$ cat src/rtl/z_buffer_pkg.sv
// Shared definitions for the z_buffer depth-test stage: default field
// widths, pixel word layout, far-plane depth and the controller state set.
package z_buffer_pkg;

    localparam int DEF_ADDR_WIDTH  = 4;
    localparam int DEF_DEPTH_WIDTH = 6;
    localparam int DEF_COLOR_WIDTH = 6;
    localparam int DEF_PIXEL_WIDTH = DEF_ADDR_WIDTH + DEF_DEPTH_WIDTH + DEF_COLOR_WIDTH;
    localparam int DEF_CNT_WIDTH   = 16;

    // Pixel word layout, LSB first: {addr, depth, color}
    localparam int COLOR_LSB = 0;
    localparam int DEPTH_LSB = COLOR_LSB + DEF_COLOR_WIDTH;
    localparam int ADDR_LSB  = DEPTH_LSB + DEF_DEPTH_WIDTH;

    // All-ones depth marks an empty (far plane) entry
    localparam logic [DEF_DEPTH_WIDTH-1:0] FAR_DEPTH = {DEF_DEPTH_WIDTH{1'b1}};

    typedef enum logic [1:0] {
        ST_CLEAR   = 2'd0,
        ST_IDLE    = 2'd1,
        ST_COMPARE = 2'd2,
        ST_SCAN    = 2'd3
    } state_e;

endpackage

$ cat src/rtl/z_buffer_if.sv
// Pixel input, control requests, scan-out handshake and statistics of the
// z_buffer stage. The master side is the upstream/consumer environment.
interface z_buffer_if
    import z_buffer_pkg::*;
#(
    parameter int PIXEL_WIDTH = DEF_PIXEL_WIDTH,
    parameter int ADDR_WIDTH  = DEF_ADDR_WIDTH,
    parameter int COLOR_WIDTH = DEF_COLOR_WIDTH,
    parameter int CNT_WIDTH   = DEF_CNT_WIDTH
) ();

    logic [PIXEL_WIDTH-1:0] pix_in;
    logic                   send_z_buffer;
    logic                   rdy_z_buffer;
    logic                   clear;
    logic                   scan_start;
    logic                   scan_valid;
    logic                   scan_ready;
    logic [ADDR_WIDTH-1:0]  scan_addr;
    logic [COLOR_WIDTH-1:0] scan_color;
    logic                   busy;
    logic [CNT_WIDTH-1:0]   cnt_written;
    logic [CNT_WIDTH-1:0]   cnt_rejected;

    modport slave (
        input  pix_in,
        input  send_z_buffer,
        output rdy_z_buffer,
        input  clear,
        input  scan_start,
        output scan_valid,
        input  scan_ready,
        output scan_addr,
        output scan_color,
        output busy,
        output cnt_written,
        output cnt_rejected
    );

    modport master (
        output pix_in,
        output send_z_buffer,
        input  rdy_z_buffer,
        output clear,
        output scan_start,
        input  scan_valid,
        output scan_ready,
        input  scan_addr,
        input  scan_color,
        input  busy,
        input  cnt_written,
        input  cnt_rejected
    );

endinterface

$ cat src/rtl/z_buffer_mem.sv
// Depth and colour storage, one entry per screen address. Two combinational
// read ports (depth for the compare, colour for scan-out) and a single
// synchronous write port shared by frame clear and the depth-test update.
// The arrays carry no reset: every entry is rewritten by the clear sweep
// that follows any reset.
module z_buffer_mem #(
    parameter int ADDR_WIDTH  = 4,
    parameter int DEPTH_WIDTH = 6,
    parameter int COLOR_WIDTH = 6
) (
    input  logic                   clk,
    input  logic                   we_i,
    input  logic [ADDR_WIDTH-1:0]  waddr_i,
    input  logic [DEPTH_WIDTH-1:0] wdepth_i,
    input  logic [COLOR_WIDTH-1:0] wcolor_i,
    input  logic [ADDR_WIDTH-1:0]  cmp_addr_i,
    output logic [DEPTH_WIDTH-1:0] cmp_depth_o,
    input  logic [ADDR_WIDTH-1:0]  scan_addr_i,
    output logic [COLOR_WIDTH-1:0] scan_color_o
);

    localparam int ENTRIES = 2 ** ADDR_WIDTH;

    logic [DEPTH_WIDTH-1:0] depth_q [ENTRIES];
    logic [COLOR_WIDTH-1:0] color_q [ENTRIES];

    // Single write port: one entry updated per enabled clock edge
    always_ff @(posedge clk) begin
        if (we_i) begin
            depth_q[waddr_i] <= wdepth_i;
            color_q[waddr_i] <= wcolor_i;
        end
    end

    assign cmp_depth_o  = depth_q[cmp_addr_i];
    assign scan_color_o = color_q[scan_addr_i];

endmodule

$ cat src/rtl/z_buffer.sv
// Depth-test stage. Accepts one pixel every two cycles, keeps it only when it
// is strictly nearer than the stored depth, sweeps the memories on frame
// clear and streams the colour memory out through a valid/ready handshake.
module z_buffer
    import z_buffer_pkg::*;
#(
    parameter int PIXEL_WIDTH = DEF_PIXEL_WIDTH,
    parameter int ADDR_WIDTH  = DEF_ADDR_WIDTH,
    parameter int DEPTH_WIDTH = DEF_DEPTH_WIDTH,
    parameter int COLOR_WIDTH = DEF_COLOR_WIDTH,
    parameter int CNT_WIDTH   = DEF_CNT_WIDTH
) (
    input  logic      clk,
    input  logic      reset,
    z_buffer_if.slave zb
);

    // Field offsets follow the configured widths, {addr, depth, color}
    localparam int C_OFF = COLOR_LSB;
    localparam int D_OFF = C_OFF + COLOR_WIDTH;
    localparam int A_OFF = D_OFF + DEPTH_WIDTH;

    localparam logic [DEPTH_WIDTH-1:0] FAR_D   = {DEPTH_WIDTH{1'b1}};
    localparam logic [ADDR_WIDTH-1:0]  IDX_MAX = {ADDR_WIDTH{1'b1}};
    localparam logic [ADDR_WIDTH-1:0]  IDX_ONE = {{(ADDR_WIDTH-1){1'b0}}, 1'b1};
    localparam logic [CNT_WIDTH-1:0]   CNT_MAX = {CNT_WIDTH{1'b1}};
    localparam logic [CNT_WIDTH-1:0]   CNT_ONE = {{(CNT_WIDTH-1){1'b0}}, 1'b1};

    state_e                 state_q, state_d;
    logic [ADDR_WIDTH-1:0]  idx_q, idx_d;
    logic                   pend_clear_q, pend_clear_d;
    logic [ADDR_WIDTH-1:0]  pix_addr_q, pix_addr_d;
    logic [DEPTH_WIDTH-1:0] pix_depth_q, pix_depth_d;
    logic [COLOR_WIDTH-1:0] pix_color_q, pix_color_d;
    logic [CNT_WIDTH-1:0]   cnt_written_q, cnt_written_d;
    logic [CNT_WIDTH-1:0]   cnt_rejected_q, cnt_rejected_d;

    logic                   rdy_s;
    logic                   mem_we_s;
    logic [ADDR_WIDTH-1:0]  mem_waddr_s;
    logic [DEPTH_WIDTH-1:0] mem_wdepth_s;
    logic [COLOR_WIDTH-1:0] mem_wcolor_s;
    logic [DEPTH_WIDTH-1:0] cmp_depth_s;
    logic [COLOR_WIDTH-1:0] scan_color_s;
    logic                   scan_active_s;

    z_buffer_mem #(
        .ADDR_WIDTH  (ADDR_WIDTH),
        .DEPTH_WIDTH (DEPTH_WIDTH),
        .COLOR_WIDTH (COLOR_WIDTH)
    ) u_mem (
        .clk          (clk),
        .we_i         (mem_we_s),
        .waddr_i      (mem_waddr_s),
        .wdepth_i     (mem_wdepth_s),
        .wcolor_i     (mem_wcolor_s),
        .cmp_addr_i   (pix_addr_q),
        .cmp_depth_o  (cmp_depth_s),
        .scan_addr_i  (idx_q),
        .scan_color_o (scan_color_s)
    );

    // State, sweep index, captured pixel and statistics registers
    always_ff @(posedge clk or posedge reset) begin
        if (reset) begin
            state_q        <= ST_CLEAR;
            idx_q          <= '0;
            pend_clear_q   <= 1'b0;
            pix_addr_q     <= '0;
            pix_depth_q    <= '0;
            pix_color_q    <= '0;
            cnt_written_q  <= '0;
            cnt_rejected_q <= '0;
        end else begin
            state_q        <= state_d;
            idx_q          <= idx_d;
            pend_clear_q   <= pend_clear_d;
            pix_addr_q     <= pix_addr_d;
            pix_depth_q    <= pix_depth_d;
            pix_color_q    <= pix_color_d;
            cnt_written_q  <= cnt_written_d;
            cnt_rejected_q <= cnt_rejected_d;
        end
    end

    // Next-state, memory write port and ready generation
    always_comb begin
        state_d        = state_q;
        idx_d          = idx_q;
        pix_addr_d     = pix_addr_q;
        pix_depth_d    = pix_depth_q;
        pix_color_d    = pix_color_q;
        cnt_written_d  = cnt_written_q;
        cnt_rejected_d = cnt_rejected_q;
        rdy_s          = 1'b0;
        mem_we_s       = 1'b0;
        mem_waddr_s    = idx_q;
        mem_wdepth_s   = FAR_D;
        mem_wcolor_s   = '0;

        // A clear arriving while busy is remembered until the next IDLE cycle
        if (zb.clear && (state_q != ST_IDLE)) begin
            pend_clear_d = 1'b1;
        end else begin
            pend_clear_d = pend_clear_q;
        end

        case (state_q)
            ST_CLEAR: begin
                mem_we_s = 1'b1;
                if (idx_q == IDX_MAX) begin
                    state_d = ST_IDLE;
                    idx_d   = '0;
                end else begin
                    idx_d   = idx_q + IDX_ONE;
                end
            end
            ST_IDLE: begin
                rdy_s = !zb.clear && !pend_clear_q && !zb.scan_start;
                if (zb.clear || pend_clear_q) begin
                    state_d        = ST_CLEAR;
                    idx_d          = '0;
                    pend_clear_d   = 1'b0;
                    cnt_written_d  = '0;
                    cnt_rejected_d = '0;
                end else if (zb.scan_start) begin
                    state_d = ST_SCAN;
                    idx_d   = '0;
                end else if (zb.send_z_buffer) begin
                    state_d     = ST_COMPARE;
                    pix_addr_d  = zb.pix_in[A_OFF +: ADDR_WIDTH];
                    pix_depth_d = zb.pix_in[D_OFF +: DEPTH_WIDTH];
                    pix_color_d = zb.pix_in[C_OFF +: COLOR_WIDTH];
                end else begin
                    state_d = ST_IDLE;
                end
            end
            ST_COMPARE: begin
                state_d = ST_IDLE;
                // Strictly nearer wins; an equal depth keeps the earlier pixel
                if (pix_depth_q < cmp_depth_s) begin
                    mem_we_s      = 1'b1;
                    mem_waddr_s   = pix_addr_q;
                    mem_wdepth_s  = pix_depth_q;
                    mem_wcolor_s  = pix_color_q;
                    cnt_written_d = (cnt_written_q == CNT_MAX) ? cnt_written_q
                                                               : cnt_written_q + CNT_ONE;
                end else begin
                    cnt_rejected_d = (cnt_rejected_q == CNT_MAX) ? cnt_rejected_q
                                                                 : cnt_rejected_q + CNT_ONE;
                end
            end
            ST_SCAN: begin
                if (zb.scan_ready) begin
                    if (idx_q == IDX_MAX) begin
                        state_d = ST_IDLE;
                        idx_d   = '0;
                    end else begin
                        idx_d   = idx_q + IDX_ONE;
                    end
                end else begin
                    idx_d = idx_q;
                end
            end
            default: begin
                state_d = ST_CLEAR;
                idx_d   = '0;
            end
        endcase
    end

    assign scan_active_s   = (state_q == ST_SCAN);

    assign zb.rdy_z_buffer = rdy_s;
    assign zb.busy         = (state_q != ST_IDLE);
    assign zb.scan_valid   = scan_active_s;
    assign zb.scan_addr    = scan_active_s ? idx_q : '0;
    assign zb.scan_color   = scan_active_s ? scan_color_s : '0;
    assign zb.cnt_written  = cnt_written_q;
    assign zb.cnt_rejected = cnt_rejected_q;

endmodule

$ cat src/flat_wrapper.sv
// flat-port wrapper written by rule: the top's interface ports become plain ports
module z_buffer_flat import z_buffer_pkg::*;
#(
    parameter int PIXEL_WIDTH = DEF_PIXEL_WIDTH,
    parameter int ADDR_WIDTH  = DEF_ADDR_WIDTH,
    parameter int DEPTH_WIDTH = DEF_DEPTH_WIDTH,
    parameter int COLOR_WIDTH = DEF_COLOR_WIDTH,
    parameter int CNT_WIDTH   = DEF_CNT_WIDTH
)
  (clk, reset, zb_pix_in, zb_send_z_buffer, zb_rdy_z_buffer, zb_clear, zb_scan_start, zb_scan_valid, zb_scan_ready, zb_scan_addr, zb_scan_color, zb_busy, zb_cnt_written, zb_cnt_rejected);
  z_buffer_if #(.PIXEL_WIDTH(PIXEL_WIDTH), .ADDR_WIDTH(ADDR_WIDTH), .COLOR_WIDTH(COLOR_WIDTH), .CNT_WIDTH(CNT_WIDTH)) zb_i ();
  input  logic clk;
  input  logic reset;
  input wire logic [$bits(zb_i.pix_in)-1:0] zb_pix_in;
  input wire logic [$bits(zb_i.send_z_buffer)-1:0] zb_send_z_buffer;
  output wire logic [$bits(zb_i.rdy_z_buffer)-1:0] zb_rdy_z_buffer;
  input wire logic [$bits(zb_i.clear)-1:0] zb_clear;
  input wire logic [$bits(zb_i.scan_start)-1:0] zb_scan_start;
  output wire logic [$bits(zb_i.scan_valid)-1:0] zb_scan_valid;
  input wire logic [$bits(zb_i.scan_ready)-1:0] zb_scan_ready;
  output wire logic [$bits(zb_i.scan_addr)-1:0] zb_scan_addr;
  output wire logic [$bits(zb_i.scan_color)-1:0] zb_scan_color;
  output wire logic [$bits(zb_i.busy)-1:0] zb_busy;
  output wire logic [$bits(zb_i.cnt_written)-1:0] zb_cnt_written;
  output wire logic [$bits(zb_i.cnt_rejected)-1:0] zb_cnt_rejected;
  assign zb_i.pix_in = zb_pix_in;
  assign zb_i.send_z_buffer = zb_send_z_buffer;
  assign zb_rdy_z_buffer = zb_i.rdy_z_buffer;
  assign zb_i.clear = zb_clear;
  assign zb_i.scan_start = zb_scan_start;
  assign zb_scan_valid = zb_i.scan_valid;
  assign zb_i.scan_ready = zb_scan_ready;
  assign zb_scan_addr = zb_i.scan_addr;
  assign zb_scan_color = zb_i.scan_color;
  assign zb_busy = zb_i.busy;
  assign zb_cnt_written = zb_i.cnt_written;
  assign zb_cnt_rejected = zb_i.cnt_rejected;
  z_buffer #(.PIXEL_WIDTH(PIXEL_WIDTH), .ADDR_WIDTH(ADDR_WIDTH), .DEPTH_WIDTH(DEPTH_WIDTH), .COLOR_WIDTH(COLOR_WIDTH), .CNT_WIDTH(CNT_WIDTH)) u_core (.clk(clk), .reset(reset), .zb(zb_i));
endmodule
$ cat config.mk
export PLATFORM = sky130hd
export DESIGN_NAME = z_buffer_flat
export DESIGN_NICKNAME = d
export VERILOG_FILES = /design/src/rtl/z_buffer_pkg.sv /design/src/rtl/z_buffer_if.sv /design/src/rtl/z_buffer_mem.sv /design/src/rtl/z_buffer.sv /design/src/flat_wrapper.sv
export SDC_FILE = /design/constraint.sdc
export NUM_CORES = 1
export LEC_CHECK = 0
export CAP_MARGIN = 10
export CORE_MARGIN = 4
export CORE_UTILIZATION = 55
export CTS_CLUSTER_DIAMETER = 80
export CTS_CLUSTER_SIZE = 14
export DETAILED_ROUTE_END_ITERATION = 8
export GPL_TIMING_DRIVEN = 0
export PLACE_DENSITY = 0.75
export REMOVE_ABC_BUFFERS = 1
export SLEW_MARGIN = 20
export SYNTH_ARGS = -nofsm -noshare
export SYNTH_HDL_FRONTEND = slang
export SYNTH_SLANG_ARGS = --single-unit
$ cat constraint.sdc
create_clock -name clk -period 11.15 [get_ports clk]
set_input_delay 1.115 -clock clk [delete_from_list [all_inputs] [get_ports clk]]
set_output_delay 1.115 -clock clk [all_outputs]
set_load 0.01 [all_outputs]
# == Word-level counts from Yosys, hierarchy flattened ==
# Memory sizes are Yosys's and may differ from the RTL's.
# Cells that the tools add are included.
# word_totals
elab_cells,78
output_inout_bits,45
n_memories,2
ff_bits,55
ramBits,192
input_bits,22
# op_classes
mux,34
n_addsub,3
bitwise_logic,2
order_cmp,1
reduce_logical,14
eq_ne,14
# memory_table
name,words,width,rd,rd_ports_with_merged_regs,wr,line_no,text
u_core.u_mem.color_q,16,6,1,0,1,z_buffer_mem.sv:25,logic [COLOR_WIDTH-1:0] color_q [ENTRIES];
u_core.u_mem.depth_q,16,6,1,0,1,z_buffer_mem.sv:24,logic [DEPTH_WIDTH-1:0] depth_q [ENTRIES];
# ops
op,n
$mux 16,5
$pmux 16 s2,2
$add 16x1->16 const B,2
$eq 16x16->1 const B,2
$mux 6,5
$mux 4,7
$pmux 4 s3,1
$reduce_and 4->1,3
$mux 2,5
$ne 2x2->1 const B,4
$pmux 2 s4,1
$mux 1,7
$lt 6x6->1,1
$ne 2x1->1 const B,3
$add 4x1->4 const B,1
$eq 2x2->1 const B,2
$eq 4x4->1 const B,1
$logic_and 1x1->1,3
$logic_not 1->1,3
$ne 3x2->1 const B,1
$reduce_and 3->1,1
$reduce_bool 3->1,1
$eq 2x1->1 const B,1
$logic_not 2->1,1
other kinds (4),5

# == Longest topological paths before layout ==
# An unclocked memory read counts as a cell.
# depth
ltp_word,6
mapped_depth,15
ltp_nobuf,10

# == Hierarchy ==
# From an unflattened synthesis, not the netlist that was laid out.
# hier_totals
hier_cells,692
area_unflattened_um2,10736.5
# by_module_without_submodules
module,area_per_inst_um2,instances,cells_each,seq_area_each_um2
z_buffer_mem,7422.1,1,321,5765.5
z_buffer,3314.4,1,371,1376.3

# == Worst setup path after synthesis ==
# OpenSTA, ideal clock, no wires.
# synth_path
kind,reg-to-reg
from,register u_core.pix_addr_q[0]
to,"memory u_core.u_mem.color_q[2][0], enable pin"
path_stages_with_launch,14
arrival_time_ps,4561
setup_ps,417
required_time_ps,10733
path_slack_ps,6172
period_less_slack_ps,4978
path_buffers,4
cell_sequence,dfrtp_1 > buf_6 > buf_2 > buf_2 > mux4_2 > mux4_2 > inv_1 > ha_1 > a21o_1 > a21o_1 > a21oi_1 > o21ai_2 > buf_2 > o41ai_1
# synth_via
elab_chain_cells,6
elab_cells_between_ends,8
classes_between,order compare (1); mux (6); memory (1)
# synth_lines
element,line_no,text
"start, declared",z_buffer.sv:32,"logic [ADDR_WIDTH-1:0] pix_addr_q, pix_addr_d;"
"start signal, assigned",z_buffer.sv:78,pix_addr_q <= pix_addr_d;
$mem_v2 16x6,--,
$lt 6x6->1,z_buffer.sv:141,if (pix_depth_q < cmp_depth_s) begin
$mux 1,z_buffer.sv:141,
$pmux 1 s2,z_buffer.sv:108,case (state_q)
$mux 1,z_buffer_mem.sv:29,if (we_i) begin
$mux 1 (not written as such),z_buffer_mem.sv:31,color_q[waddr_i] <= wcolor_i;
"end, declared",z_buffer_mem.sv:25,
# Several ways; a longest one is shown, not always the timed one.

# == Final worst setup path ==
# layout_path
from,register u_core.pix_addr_q[0]
to,"memory u_core.u_mem.color_q[8][0], enable pin"
# Same word-level chain as after synthesis.

==> run metrics <==
routability cong.=roughly 0.82; post-placement cell count=around 1000; PD cells=roughly 220 mW/mm²; DRT iter0 DRCs=~700; CTS max path bufs=3; pre-CTS setup slack=between 6000 and 7000 ps; CP Cell Sequence=buf_12, mux4_2, mux4_2, inv_1, ha_1, a21o_1, a21o_1, a21oi_1, o21ai_4, buf_16, o41ai_2, buf_4, buf_4, buf_2; post-route clock period utilization=46.05%; H-tree depth=1; Core ar.=0.01940 mm²; clock sink count=247; Max Cap Violations=0; Ports=67; die area=0.02201 mm²; Max Slew Vio Count=0; CTS tree=done; Ys Warns=0; final hold vios=0; Via Count=around 6700; detailed-route DRC error count=0; Crit-path slowest cell=dfrtp_2; fin util=roughly two thirds; first-pass GRT wire length=slightly below 40 mm; Wirelength per Cell=roughly 24 µm; post-route ant nets=0; Crit Path Max Fanout=23; dominant synthesized flop cell=edfxtp_1; Rows=51; hpwl dp=16.13 mm; Total Nets Final=between 700 and 800; asr flop ratio synth=22.27%; Synth Cell Area=between 0.01 and 0.015 mm²; Die Y-Extent=~150 µm; Tightest Hold Check Type=register to register; most frequent cell after synthesis=edfxtp_1; Lkg Pwr=about 4.3 nW; largest vdd supply drop=0.1159 mV; chip width=about 150 µm; Synth area leader=edfxtp_1; TritonCTS Buffers=21; Initial Util=between 50% and 60%; Detailed Route WL=25.05 mm; Root Buffer=clkbuf_16; vias per inst=6.458; area growth from synthesis to layout=18.02%; TNS Setup=0 ps; Worst-Margin Slew=about 1000 ps; hold buffers post-CTS=0; Yosys cell types=between 50 and 60; max incr delay on CP=roughly 740 ps; PortBufs=66; worst relative slew slack=32.43%; Mapped Cells=~680; DRT Pass-1 Iters=6; layout cell share with drive strength beyond 1=~20%; CP endpoint kind=register; Pwr Total=2.766 mW; #FFs+latches synth=247; status=finished, final reports clean; Worst Path Arrival=between 5000 and 6000 ps; postcts setup bufs=0; clk_skew=about 17 ps; Total GRT Usage=23.03%; Avg Inst Size Synth=15.98 µm²; grt total ovfl=0; Setup CP Type=register to register; Worst-path clk slew=70 ps; minimum clock period=~5100 ps; area share of the largest cell type after synthesis=a little over half; post-cts resize count=0; CP Data Required Time=between 10000 and 15000 ps; clk_lat worst skew=roughly 500 ps; vias in the first global route=~6600; Post-Layout Cell Count=between 1000 and 1500; Seq/Total Area, Yosys=65.93%; largest net degree at the start of global routing=37; ant diodes=0; Worst Setup Slack, final=about 6000 ps; EDFF count, synth=roughly 190; top cells by area, synth=edfxtp_1, dfrtp_1, mux4_2, mux2_2, o31ai_1; synth cell count leaders=edfxtp_1, dfrtp_1, mux4_2, nand2_1, nand3_1; Startpoint Class=register; RSZ-0062 raised after global routing=no; Final setup viols=0; initial antenna violation count=0; maximum clock rate=around 0.19 GHz
-- final cells by class --
cell class	instances	area [µm²]
repair buffers	95	1010
well taps	265	331.6
multi-input cells	376	3637
inverters	12	47.55
flip-flops and latches	247	7147
fillers	1299	6614
clock buffers	36	581.8
clock inverters	1	30.03
-- layout by cell type, fill, tap and decap left out, types with 5 or more instances in the layout --
cell,netlist,final
nand2_1,37,37
and2_1,19,19
mux4_2,55,55
mux2_2,17,17
o311ai_0,7,7
a31oi_1,5,5
o31ai_4,0,9
nor2b_1,5,5
nand2b_1,19,19
a21oi_1,17,17
clkbuf_16,0,21
clkdlybuf4s50_1,0,66
buf_4,1,6
edfxtp_1,192,192
ha_1,13,13
and3_1,9,9
nor2_1,16,16
dfrtp_1,55,51
clkbuf_1,26,15
o31ai_1,22,13
mux2i_1,7,7
buf_2,13,7
or4_1,15,15
o41ai_2,0,6
nand3_1,27,27
inv_1,12,11
buf_8,0,8
o21ai_0,10,9
nand4_1,12,12
-- where the power goes --
group,switching [mW],internal [mW]
sequential,0.132,1.10
clock,0.304,0.377
combinational,0.484,0.373
-- path summary, 6_finish.rpt --
| kind | from | endpoint | slack, ps | cells past startpoint |
|---|---|---|---|---|
| worst max register to register | u_core.pix_addr_q[0] | u_core.u_mem.color_q[8][0] | 6020 | 14 |
| worst max-delay path | u_core.pix_addr_q[0] | u_core.u_mem.color_q[8][0] | 6020 | 14 |
| max in group asynchronous | reset | u_core.idx_q[1] | 9680 | 3 |
| min in group asynchronous | reset | u_core.zb.cnt_written[4] | 940 | 2 |
| worst min register to register | u_core.pix_color_q[4] | u_core.pix_color_q[4] | 500 | 1 |
| worst min-delay path | u_core.pix_color_q[4] | u_core.pix_color_q[4] | 500 | 1 |
-- metal layers --
layer	vias up	track usage (%)	share of wire [%]
met5	-	0	0
met4	0	6.328	2.6
met3	63	3.413	8.2
met2	379	38.21	50
met1	3351	32.46	39
li1	2872	-	-
-- state kept, by name, indices dropped and copies added, names as in the netlist --
register and flops:
u_core.pix_color_q 6, u_core.idx_q 4, u_core.zb.cnt_written 16, u_core.state_q 2
u_core.pix_addr_q 4, u_core.u_mem.depth_q 96, u_core.zb.cnt_rejected 16, u_core.pix_depth_q 6
u_core.u_mem.color_q 96, u_core.pend_clear_q 1
-- stage by stage --
step | area [µm²] | hold slack (ps)
after floorplan | 10640 | 470.6
after global placement | 11630 | 479.0
after detailed placement | 12170 | 488.8
after CTS | 12780 | 503.4
after global routing | 12780 | 522.8
final | 12780 | 499.2
-- critical path, delay by kind of cell (launching register included) --
kind                     cells  cell delay [ps]
AO/OA/AOI/OAI                5             1630
buffers and inverters        6             1190
multiplexers                 2              980
flip-flops                   1              740
adder cells (fa/ha/maj)      1              240
-- kinds of logic (layout without fill, tap and decap cells) --
logic type,count (synthesis),in the layout,share of synthesized area (%)
flops,247,247,65.93
simple gates,186,186,9.725
compound gates,93,93,6.214
mux,84,84,14.40
buf+inv,55,144,2.229
fa+ha+maj,13,13,1.502
Power figures use the tool's default switching activity.
